**config.mk**
```make
export PLATFORM = sky130hd
export DESIGN_NAME = div_unit
export DESIGN_NICKNAME = d
export VERILOG_FILES = /design/src/rtl/div_unit.sv
export SDC_FILE = /design/constraint.sdc
export NUM_CORES = 1
export LEC_CHECK = 0
export ABC_AREA = 0
export CORE_ASPECT_RATIO = 1.2
export CORE_MARGIN = 2
export CORE_UTILIZATION = 37
export CTS_CLUSTER_SIZE = 10
export DETAILED_ROUTE_END_ITERATION = 16
export GPL_TIMING_DRIVEN = 1
export SETUP_SLACK_MARGIN = 0.02
export SLEW_MARGIN = 20
export SYNTH_ARGS = -nofsm -noshare
export SYNTH_HDL_FRONTEND = slang
export SYNTH_SLANG_ARGS = --single-unit
export TNS_END_PERCENT = 5
```
**constraint.sdc**
```tcl
create_clock -name clk -period 5.6 [get_ports clk]
set_input_delay 1.12 -clock clk [delete_from_list [all_inputs] [get_ports clk]]
set_output_delay 1.12 -clock clk [all_outputs]
set_load 0.01 [all_outputs]
```
**src/rtl/div_unit.sv**
```systemverilog
// Multi-cycle radix-2 restoring divider for DIV/DIVU in the execute stage.
// Result {hi = remainder, lo = quotient} is valid for the DONE cycle(s).
module div_unit #(
    parameter int unsigned DATA_W = 32
) (
    input  logic                  clk,
    input  logic                  resetn,
    input  logic [7:0]            alucontrolE,
    input  logic [DATA_W-1:0]     srcaE,
    input  logic [DATA_W-1:0]     srcbE,
    input  logic                  flushE,
    input  logic                  stall_otherE,
    output logic                  div_stall,
    output logic                  div_valid,
    output logic [2*DATA_W-1:0]   div_result
);

    // Opcode encodings mirror EXE_DIV_OP / EXE_DIVU_OP from defines.vh.
    localparam logic [7:0] EXE_DIV_OP  = 8'b0001_1010;
    localparam logic [7:0] EXE_DIVU_OP = 8'b0001_1011;

    localparam int unsigned      CNT_W    = (DATA_W > 1) ? $clog2(DATA_W) : 1;
    localparam logic [CNT_W-1:0] LAST_CNT = CNT_W'(DATA_W - 1);

    typedef enum logic [1:0] {
        IDLE,
        BUSY,
        DONE
    } state_t;

    state_t                r_state;
    state_t                w_next_state;
    logic                  r_sign_q;
    logic                  r_sign_r;
    logic [DATA_W-1:0]     r_rem;
    logic [DATA_W-1:0]     r_quo;
    logic [DATA_W-1:0]     r_div;
    logic [CNT_W-1:0]      r_cnt;
    logic [2*DATA_W-1:0]   r_result;

    logic                  w_signed;
    logic                  w_start;
    logic                  w_last;
    logic [DATA_W-1:0]     w_abs_a;
    logic [DATA_W-1:0]     w_abs_b;
    logic [DATA_W:0]       w_shifted;
    logic [DATA_W:0]       w_trial;
    logic [DATA_W-1:0]     w_rem_step;
    logic [DATA_W-1:0]     w_quo_step;

    always_comb begin
        w_signed  = (alucontrolE == EXE_DIV_OP);
        w_start   = (w_signed || (alucontrolE == EXE_DIVU_OP)) && !flushE;
        w_abs_a   = (w_signed && srcaE[DATA_W-1]) ? -srcaE : srcaE;
        w_abs_b   = (w_signed && srcbE[DATA_W-1]) ? -srcbE : srcbE;
        w_last    = (r_cnt == LAST_CNT);
        // The quotient register doubles as the dividend shifter.
        w_shifted = {r_rem, r_quo[DATA_W-1]};
        w_trial   = w_shifted - {1'b0, r_div};
        if (!w_trial[DATA_W]) begin
            w_rem_step = w_trial[DATA_W-1:0];
            w_quo_step = {r_quo[DATA_W-2:0], 1'b1};
        end else begin
            w_rem_step = w_shifted[DATA_W-1:0];
            w_quo_step = {r_quo[DATA_W-2:0], 1'b0};
        end
    end

    always_comb begin
        w_next_state = r_state;
        div_stall    = 1'b0;
        unique case (r_state)
            IDLE: begin
                div_stall = w_start;
                if (w_start) w_next_state = BUSY;
            end
            BUSY: begin
                div_stall = 1'b1;
                if (w_last) w_next_state = DONE;
            end
            DONE: begin
                if (!stall_otherE) w_next_state = IDLE;
            end
            default: w_next_state = IDLE;
        endcase
        if (flushE) w_next_state = IDLE;
        // Stall is suppressed while reset is held so the hazard unit sees a clean zero.
        if (flushE || !resetn) div_stall = 1'b0;
    end

    assign div_valid  = (r_state == DONE);
    assign div_result = r_result;

    always_ff @(posedge clk or negedge resetn) begin
        if (!resetn) r_state <= IDLE;
        else         r_state <= w_next_state;
    end

    always_ff @(posedge clk or negedge resetn) begin
        if (!resetn) begin
            r_sign_q <= 1'b0;
            r_sign_r <= 1'b0;
            r_rem    <= '0;
            r_quo    <= '0;
            r_div    <= '0;
            r_cnt    <= '0;
            r_result <= '0;
        end else if (flushE) begin
            r_cnt <= '0;
        end else begin
            unique case (r_state)
                IDLE: begin
                    if (w_start) begin
                        r_sign_q <= w_signed && (srcaE[DATA_W-1] ^ srcbE[DATA_W-1]);
                        r_sign_r <= w_signed && srcaE[DATA_W-1];
                        r_quo    <= w_abs_a;
                        r_div    <= w_abs_b;
                        r_rem    <= '0;
                        r_cnt    <= '0;
                    end
                end
                BUSY: begin
                    r_rem <= w_rem_step;
                    r_quo <= w_quo_step;
                    r_cnt <= r_cnt + CNT_W'(1);
                    if (w_last) begin
                        r_result <= {(r_sign_r ? -w_rem_step : w_rem_step),
                                     (r_sign_q ? -w_quo_step : w_quo_step)};
                    end
                end
                default: ;
            endcase
        end
    end

endmodule

```
Word-level counts from Yosys, hierarchy flattened --
Cells that the tools add are included. Widths: inputs -> output; s select.
Storage, ports and cells: bits in registers 169, input bits 76, output and inout bits 66, word-level logic and storage cells 61
Operators by class: add/subtract/negate cells 6, eq/ne operators 9, multiplexer cells 20, bitwise logic cells 2, reductions and logical operators 16
Operators with widths (count):
- $mux 32 | 7
- $neg 32->32 | 4
- $pmux 32 s2 | 2
- $sub 33x32->33 | 1
- $eq 8x5->1 const B | 2
- $reduce_and 3->1 | 4
- $mux 5 | 2
- $pmux 5 s2 | 1
- $ne 3x3->1 const B | 3
- $mux 2 | 4
- $pmux 2 s3 | 1
- $add 5x1->5 const B | 1
- $eq 5x5->1 const B | 1
- $logic_and 1x1->1 | 4
- $reduce_bool 3->1 | 1
- $eq 2x1->1 const B | 1
- $eq 2x2->1 const B | 1
- $logic_not 1->1 | 2
- $logic_not 2->1 | 1
- $logic_or 1x1->1 | 2
- $mux 1 | 2
- $ne 2x2->1 const B | 1
- $pmux 1 s2 | 1
- $reduce_and 2->1 | 1
- other kinds (3) | 3

Depth between registers and ports, before layout --
Gate-level depths: netlist of the first run.
depth after elaboration 6, gate-level depth with buffers 23, gate-level depth less buffers 21

Worst setup path after synthesis of the first run --
Ideal clock, no wire load.
path type flip-flop to flip-flop, start point reg r_quo[31], end point reg r_result[52], in the netlist div_result[52], setup time 130 ps, arrival time 4173 ps, data required time 5470 ps, slack 1297 ps, stages on the path, launching flop included 23, buffers on the path 2, period minus slack after synthesis 4303 ps, cells stage by stage dfrtp_1 inv_1 ha_1 fa_1 nand2b_1 a21oi_2 o21ai_4 o211ai_4 and4bb_4 o21a_1 nor2_4 inv_2 buf_2 buf_1 nor2_1 a21oi_1 ha_1 nand3_1 a21oi_1 a41oi_1 o31ai_1 xnor2_1 o21ai_1
Between the ends: word-level cells in the longest chain between the ends 4
RTL lines:
- from (decl) | line 36 | logic [DATA_W-1:0] r_quo;
- from (signal assigned) | line 116 | r_quo <= w_abs_a;
- from (signal assigned) | line 124 | r_quo <= w_quo_step;
- $sub 33x32->33 | line 59 | w_trial = w_shifted - {1'b0, r_div};
- $mux 32 (*) | line 60 | if (!w_trial[DATA_W]) begin
- $neg 32->32 | line 127 | r_result <= {(r_sign_r ? -w_rem_step : w_rem_step),
- $mux 32 (*) | line 127
- to (signal assigned) | line 127
- to (decl) | line 39 | logic [2*DATA_W-1:0] r_result;
Every way passes the cells marked *; elsewhere a longest branch is shown, timed or not. A chain may end at the register's enable or synchronous reset.

Final worst setup path of the first run --
Same ends and word-level chain as after synthesis.

==> results of run 1 <==
## cells in the mapped netlist, types with 24 or more instances
library cell	instances	area (µm²)
a21oi_1	122	610.6
clkbuf_1	59	221.5
dfrtp_1	169	4229
ha_1	38	475.5
inv_1	51	191.4
mux2i_1	25	250.2
nand2_1	228	855.8
nor2_1	105	394.1
nor3_1	26	130.1
o21ai_0	211	1056
o31ai_1	24	180.2
xnor2_1	58	508.0
xor2_1	75	656.9
## flip-flops by register name (all words and copies together) (netlist names)
name / count
r_rem: 32
r_sign_q: 1
div_result: 64
r_sign_r: 1
r_div: 32
r_quo: 32
r_cnt: 5
r_state: 2
## kinds of logic after synthesis
kind of cell / after synthesis / synth area share, %
xor gates and xnor gates: 133 / 9.671
buffers and inverters: 130 / 4.435
muxes: 28 / 2.358
DFF: 169 / 35.11
and+or+nand+nor: 500 / 19.42
AOI/OAI and AO/OA: 488 / 24.89
adders and majority gates: 39 / 4.113
## layout by cell type, fill, tap and decap left out, types with 4 or more instances in the layout
cell             count
nand2_1            226
o21ai_0            211
dfrtp_1            169
clkdlybuf4s50_1    140
a21oi_1            122
nor2_1             105
xor2_1              75
xnor2_1             58
inv_1               51
ha_1                38
nor3_1              26
mux2i_1             25
o31ai_1             24
nand3_1             21
nor4_1              21
clkbuf_16           17
a21o_1              13
or3_1               13
o41ai_1             13
and2_1              12
a31oi_1             12
buf_4               12
nor2b_1             10
nand2b_1            10
nand4_1              8
o21a_1               8
and3_1               8
a211oi_1             8
o211ai_1             8
o21ai_1              7
a21oi_2              6
or4_1                6
inv_8                6
a2111oi_0            4
a21boi_0             4
nor3b_1              4
## area by class of cell
| cell class | count | area, µm² |
|---|---|---|
| fill | 3169 | 17830 |
| multi-input combinational | 1188 | 7305 |
| sequential | 169 | 4229 |
| timing repair buffer | 153 | 1503 |
| tap | 407 | 509.2 |
| clock buffer | 18 | 439.2 |
| inverter | 53 | 198.9 |
| clock inverter | 14 | 151.4 |
## power breakdown
group	internal, W	total [W]	switching (W)	leakage [nW]
clock	0.000611	0.00120	0.000591	0.289
combinational	0.000353	0.000917	0.000565	3.27
sequential	0.00128	0.00135	0.0000696	2.32
## worst max-delay path by stage
stage                           endpoint  slack [ns]
final                     div_result[52]        0.97
after global routing      div_result[52]        0.58
after detailed placement       r_quo[25]        1.00
after global placement         r_quo[25]        1.05
after floorplan           div_result[52]        1.30
after CTS                 div_result[52]        1.01
## worst reg2reg max path: stages (launching register included)
cell	delay, ns
dfrtp_1	0.37
inv_1	0.07
ha_1	0.24
fa_1	0.39
nand2b_1	0.22
a21oi_2	0.28
o21ai_4	0.14
o211ai_4	0.29
and4bb_4	0.31
o21a_1	0.19
nor2_4	0.06
inv_2	0.22
nor2_1	0.07
a21oi_1	0.23
ha_1	0.31
nand3_1	0.10
a21oi_1	0.34
a41oi_1	0.11
o31ai_1	0.34
xnor2_1	0.16
o21ai_1	0.07
## metal layers
metal | vias to the layer above | GRT usage (%) | part of all wire, %
li1 | 5479 | - | -
met1 | 5211 | 26.00 | 42
met2 | 248 | 37.87 | 52
met3 | 44 | 2.990 | 3.6
met4 | 0 | 6.065 | 1.9
met5 | - | 0 | 0
## metrics by stage
stage          instance area (µm²)  worst slack (ns)
3_3_place_gp                 13740             1.046
5_1_grt                      14340            0.5833
4_1_cts                      14330             1.012
6_report                     14340            0.9655
3_5_place_dp                 13740             1.000
2_1_floorplan                12050             1.297
==> impl_metrics.toml, run 1 <==
[status]
run_status = "finished, final reports clean"

[clocking]
post_cts_resized = 0
worstSkewPairLatency_ns = 0.45
cts_hold_buf = 0
root_buffer = "clkbuf_16"
cts_htree_levels = 4
cts_buffers = 17
clock_sinks = 169
postCtsSetupBuffers = 0
cts.path.max_buffers = 2
tritoncts = "done"
path_clk_slew_ns = 0.08

[route]
drcViolationCount = 0
vias = 10980
drt_iter0_markers = 717
drtAntennaViolNets = 0
first_pass_iters = 5
routed_wl_mm = 35.41
viasPerCell = 5.486
wl_per_cell_um = 17.69

[global_routing]
grt_usage_pct = 21.03
grt_pass1_vias = 10760
grt_pass1_wl_mm = 57.33
grt_start_max_net_pins = 115
grt-ovfl-total = 0
antenna_found_initial = 1

[floorplan]
core_area_mm2 = 0.03216
io_pins = 142
dieArea_mm2 = 0.03402
initial_core_util_pct = 37.45
rows = 72
dieWidth_um = 168.7
die_h_um = 201.7

[yosys]
async_reset_ff_share_pct = 100.0
synth_seq_cells = 169
synthCells = 1487
ys_seq_area_share_pct = 35.11
syn_area_per_cell_um2 = 8.100
synth_nets = 1602
synthFlopType = "dfrtp_1"
synth_cell_type_count = 90
syn-cell-area_mm2 = 0.01205
synth_edf_count = 0
yosys_warnings = 0

[setup_path]
cpMaxStageDelayCell = "fa_1"
cp_max_fo = 16
r2r_cells = 20
cp_top_family = "compound AO/OA/AOI/OAI gates"
crit_start = "r_quo[31]"
worst_r2r_endpoint = "div_result[52]"
path_cells = "inv_1 -> ha_1 -> fa_1 -> nand2b_1 -> a21oi_2 -> o21ai_4 -> o211ai_4 -> and4bb_4 -> o21a_1 -> nor2_4 -> inv_2 -> nor2_1 -> a21oi_1 -> ha_1 -> nand3_1 -> a21oi_1 -> a41oi_1 -> o31ai_1 -> xnor2_1 -> o21ai_1"
slowest_delay_ns = 0.39
critPathArrivalTime_ns = 4.93
path_buf_inv = 2
cp-end-kind = "flip-flop"
crit_path_start_kind = "flip-flop"
rrSetupSlack_ns = 0.97
cp.depth = 20
crit_type = "reg -> reg"
cp.required_ns = 5.90
rr_startpoint = "r_quo[31]"

[sta]
whs_ns = 0.4800
maxSlewHeadroom_pct = 32.95
setup_tns_ns = 0
slew_violations = 0
post-route-min-period_ns = 4.635
skew_ns = 0.01616
worst_pin_slew_ns = 1.006
hold_violations = 0
max_freq_mhz = 215.8
rsz0062_at_grt = "false"
finalSetupViolations = 0
finalCritPeriodShare_pct = 82.76

[final_layout]
stdcell_count = 2002
drive_gt1_share_pct = 5.329
nets = 1697
final_util_pct = 44.57
antenna_cells = 0
area_growth_pct = 19.01

[power_and_ir_drop]
total_power_w = 0.003466
vdd.ir_drop.worst_v = 0.0001410
p_per_area_mw_per_mm2 = 241.8
cellLeakagePower_nw = 5.874

[place]
place_congestion = 0.8960
post-place-cells = 1970
hpwlAfterDp_mm = 26.68
io_buffers = 141

[hold_path]
hold_end = "div_result[11]"
hold_depth = 2
hp-class = "reg -> reg"
hp-start = "div_result[11]"

[job]
cap_violations = 0
(Power assumes the default switching activity.)
==> inputs of run 2 (changes only) <==
clock period = 3.86 ns   (was 5.6 ns; I/O delays follow)
==> impl_metrics.toml, run 2 (synthesis gave the netlist of run 1 again) <==
[status]
run_status = "finished, final reports clean"

[route]
vias = 11460
first_pass_iters = 5
drtAntennaViolNets = 0
wl_per_cell_um = 17.68
routed_wl_mm = 37.46
drcViolationCount = 0
viasPerCell = 5.409
drt_iter0_markers = 697

[setup_path]
path_cells = "ha_1 -> buf_4 -> nand4_1 -> o221ai_2 -> and2_1 -> a211oi_1 -> xnor2_1 -> a21oi_1 -> and4bb_2 -> a41oi_2 -> a2111o_1 -> or4b_1 -> nand3_1"
crit_path_start_kind = "flip-flop"
cpMaxStageDelayCell = "dfrtp_1"
slowest_delay_ns = 0.48
crit_type = "reg -> reg"
cp_top_family = "compound AO/OA/AOI/OAI gates"
cp_max_fo = 6
critPathArrivalTime_ns = 4.12
cp-end-kind = "flip-flop"
cp.required_ns = 4.24
path_buf_inv = 1

[final_layout]
final_area_mm2 = 0.01545
largest_register_ffs = 64
drive_gt1_share_pct = 13.26
fillCellCount = 3097
nets = 1814
layout.area.seq_mm2 = 0.004229
final_cell_mix = "nand2_1, o21ai_0, dfrtp_1"
final_util_pct = 48.05
multiInputGateArea_mm2 = 0.007488
area_growth_pct = 28.28
mostFrequentLayoutCell = "nand2_1"
antenna_cells = 0

[floorplan]
die_h_um = 201.7
initial_core_util_pct = 37.45
core_area_mm2 = 0.03216
dieArea_mm2 = 0.03402
io_pins = 142
dieWidth_um = 168.7
rows = 72

[global_routing]
grt_pass1_wl_mm = 60.14
antenna_found_initial = 1
grt-ovfl-total = 0
grt_usage_pct = 22.25
grt_pass1_vias = 11310
grt_start_max_net_pins = 109

[clocking]
worstSkewPairLatency_ns = 0.45
cts_buffers = 17
clock_sinks = 169
cts_htree_levels = 4
cts.path.max_buffers = 2
path_clk_slew_ns = 0.08
cts_hold_buf = 0
tritoncts = "done"
root_buffer = "clkbuf_16"

[power_and_ir_drop]
cellLeakagePower_nw = 6.509
total_power_w = 0.005301
p_per_area_mw_per_mm2 = 343.1
vdd.ir_drop.worst_v = 0.0002567

[job]
cap_violations = 0

[sta]
maxSlewHeadroom_pct = 32.26
max_freq_mhz = 266.9
finalSetupViolations = 0
worst_pin_slew_ns = 1.016
post-route-min-period_ns = 3.747
skew_ns = 0.01753
slew_violations = 0
hold_violations = 0
finalCritPeriodShare_pct = 97.07

[place]
io_buffers = 141
place_area_mm2 = 0.01473
hpwlAfterDp_mm = 29.03
place_congestion = 0.9160

[hold_path]
hp-class = "in -> async"
==> run 2: cell type report <==
type,count,area share (%)
well taps,407,3.296
flip-flops and latches,169,27.37
repair buffers,270,15.82
inverters,53,1.304
clock inverters,14,0.9717
clock buffers,18,2.777
multi-input cells,1188,48.46
==> run 2: worst paths after layout <==
kind / start / to / slack (ns) / cells past startpoint
setup / recovery: r_rem[8] / div_result[63] / 0.11 / 13
hold reg to reg: r_div[20] / r_div[20] / 0.48 / 2
min in group clk: r_div[20] / r_div[20] / 0.48 / 2
setup reg to reg: r_rem[8] / div_result[63] / 0.11 / 13
hold / removal: resetn / div_result[12] / 0.19 / 1
max in group asynchronous: resetn / r_div[12] / 2.09 / 3
==> run 2: report_power, final <==
group,switching (W),internal (W)
registers,0.000103,0.00185
clock network,0.000857,0.000865
logic,0.000923,0.000701
==> run 2: worst reg2reg max path, stage by stage (launching register included) <==
cell	delay [ns]
dfrtp_1	0.48
ha_1	0.37
buf_4	0.17
nand4_1	0.16
o221ai_2	0.18
and2_1	0.19
a211oi_1	0.27
xnor2_1	0.20
a21oi_1	0.30
and4bb_2	0.29
a41oi_2	0.15
a2111o_1	0.37
or4b_1	0.47
nand3_1	0.08
==> run 2: stage by stage <==
step                      worst slack (ns)  std cells  hold slack (ns)  setup TNS [ns]
after floorplan                    0.01690       1487           0.4498               0
after CTS                          0.02761       2117           0.1761               0
after global routing             -0.006560       2119           0.1859       -0.006560
after detailed placement           0.01931       2085           0.4689               0
after global placement             0.04741       2085           0.4612               0
final                               0.1133       2119           0.1852               0
==> run 2: metal layers <==
layer	global-route usage, %	vias to the layer above	part of all wire [%]
li1	-	5727	-
met1	26.73	5432	42
met2	39.70	238	51
met3	2.931	65	3.0
met4	9.421	0	3.9
met5	0	-	0
==> run 2: what timing repair did <==
item | CTS | global route
endpoints found under the setup margin | 1 | 30
buffers inserted | 0 | 2
pin swaps | 1 | 14
gates resized for setup | 1 | 28
==> inputs of run 3 (changes only) <==
CTS_BUF_LIST = sky130_fd_sc_hd__clkbuf_4   (was not set)
==> impl_metrics.toml, run 3 (synthesis gave the netlist of run 1 again) <==
[sta]
skew_ns = 0.03590
worst_pin_slew_ns = 1.024
max_freq_mhz = 266.0
rsz0062_at_grt = "true"
hold_violations = 0
finalCritPeriodShare_pct = 97.39
slew_violations = 0
maxSlewHeadroom_pct = 31.72
post-route-min-period_ns = 3.759
finalSetupViolations = 0

[place]
place_area_mm2 = 0.01473
hpwlAfterDp_mm = 29.03
place_congestion = 0.9160
io_buffers = 141

[route]
routed-wl-met2_mm = 19.09
routed-wl-met3_mm = 1.245
drtAntennaViolNets = 0
drcViolationCount = 0
vias = 11470
routedLengthMet1_mm = 15.56
top_layer = "met4"
drt_iter0_markers = 643
first_pass_iters = 5
viasPerCell = 5.410
wl_per_cell_um = 17.65
routed_wl_mm = 37.42

[clocking]
cts_htree_levels = 4
worstSkewPairLatency_ns = 0.64
tritoncts = "done"
root_buffer = "clkbuf_4"
clock_sinks = 169
path_clk_slew_ns = 0.15
cts_buffers = 17
cts.path.max_buffers = 2

[power_and_ir_drop]
cellLeakagePower_nw = 6.365
vdd.ir_drop.worst_v = 0.0001696
p_per_area_mw_per_mm2 = 307.0

[setup_path]
worst_r2r_endpoint = "div_result[63]"
crit_start = "alucontrolE[5]"
r2r_cells = 14
rr_startpoint = "r_quo[31]"
cp-end-kind = "output port"
cp.required_ns = 3.09
critPathArrivalTime_ns = 2.99
rrSetupSlack_ns = 0.12
crit_path_start_kind = "input pin"
worstSetupEndpoint = "div_stall"
cp_max_fo = 2
crit_type = "in -> out"

[floorplan]
die_h_um = 201.7
dieWidth_um = 168.7
io_pins = 142
rows = 72
initial_core_util_pct = 37.45
dieArea_mm2 = 0.03402
core_area_mm2 = 0.03216

[global_routing]
grt_start_max_net_pins = 109
antenna_found_initial = 2
grt_usage_pct = 22.26
grt_pass1_vias = 11270
grt-ovfl-total = 0
grt_pass1_wl_mm = 60.04

[final_layout]
final_area_mm2 = 0.01515
largest_register_ffs = 64
fillCellCount = 3138
nets = 1814
area_growth_pct = 25.80
final_util_pct = 47.12
final_cell_mix = "nand2_1, o21ai_0, dfrtp_1"
mostFrequentLayoutCell = "nand2_1"
drive_gt1_share_pct = 13.20

[job]
cap_violations = 0

[hold_path]
hold_depth = 2
hp-class = "reg -> reg"

[status]
run_status = "finished, final reports clean"
run 3: worst min path at each step:
stage,start,to
after floorplan,r_div[10],r_div[10]
after global placement,div_result[45],div_result[45]
after detailed placement,div_result[22],div_result[22]
after CTS,div_result[22],div_result[22]
after global routing,resetn,div_result[12]
final,div_result[22],div_result[22]
run 3: cell type report:
cell class	count	area [µm²]	share of cell area, %
diodes	1	2.502	0.01651
clock buffers	18	135.1	0.8918
clock inverters	14	150.1	0.9908
inverters	53	203.9	1.346
multi-input cells	1188	7478	49.35
flip-flops and latches	169	4229	27.91
well taps	407	509.2	3.361
repair buffers	270	2445	16.13
run 3: what timing repair did:
action / 4_1_cts / 5_1_grt
hold buffers: 1 / 0
pin swaps: 1 / 13
gates resized for setup: 1 / 26
setup buffers: 0 / 1
endpoints found under the setup margin: 2 / 32
hold endpoints to repair: 23 / 0
run 3: worst max-delay path, cell delays in order:
cell,delay [ns]
clkdlybuf4s50_1,0.39
nor4b_1,0.28
nand4b_1,0.22
nor2b_1,0.20
or3_2,0.43
nor2_1,0.13
clkdlybuf4s50_1,0.55
run 3: per-stage QoR:
stage	hold WS, ns	setup TNS [ns]	cells	setup slack (ns)	total power [W]
after floorplan	0.4498	0	1487	0.01690	0.002887
after global placement	0.4612	0	2085	0.04741	0.003543
after detailed placement	0.4689	0	2085	0.01931	0.003556
after CTS	0.5022	0	2118	0.03097	0.004651
after global routing	0.5255	-0.2880	2120	-0.08306	0.004931
final	0.4972	0	2120	0.1009	0.004652
run 3: power breakdown:
group | leakage, nW | internal, W | total (W) | switching, W
clock network | 0.149 | 0.000301 | 0.00108 | 0.000779
registers | 2.32 | 0.00185 | 0.00196 | 0.000103
logic | 3.90 | 0.000697 | 0.00162 | 0.000919
total | 6.36 | 0.00285 | 0.00465 | 0.00180
run 3: layer usage:
layer / track usage [%] / up-vias
met4: 9.975 / 0
li1: - / 5724
met2: 39.40 / 240
met3: 3.068 / 73
met5: 0 / -
met1: 26.70 / 5433
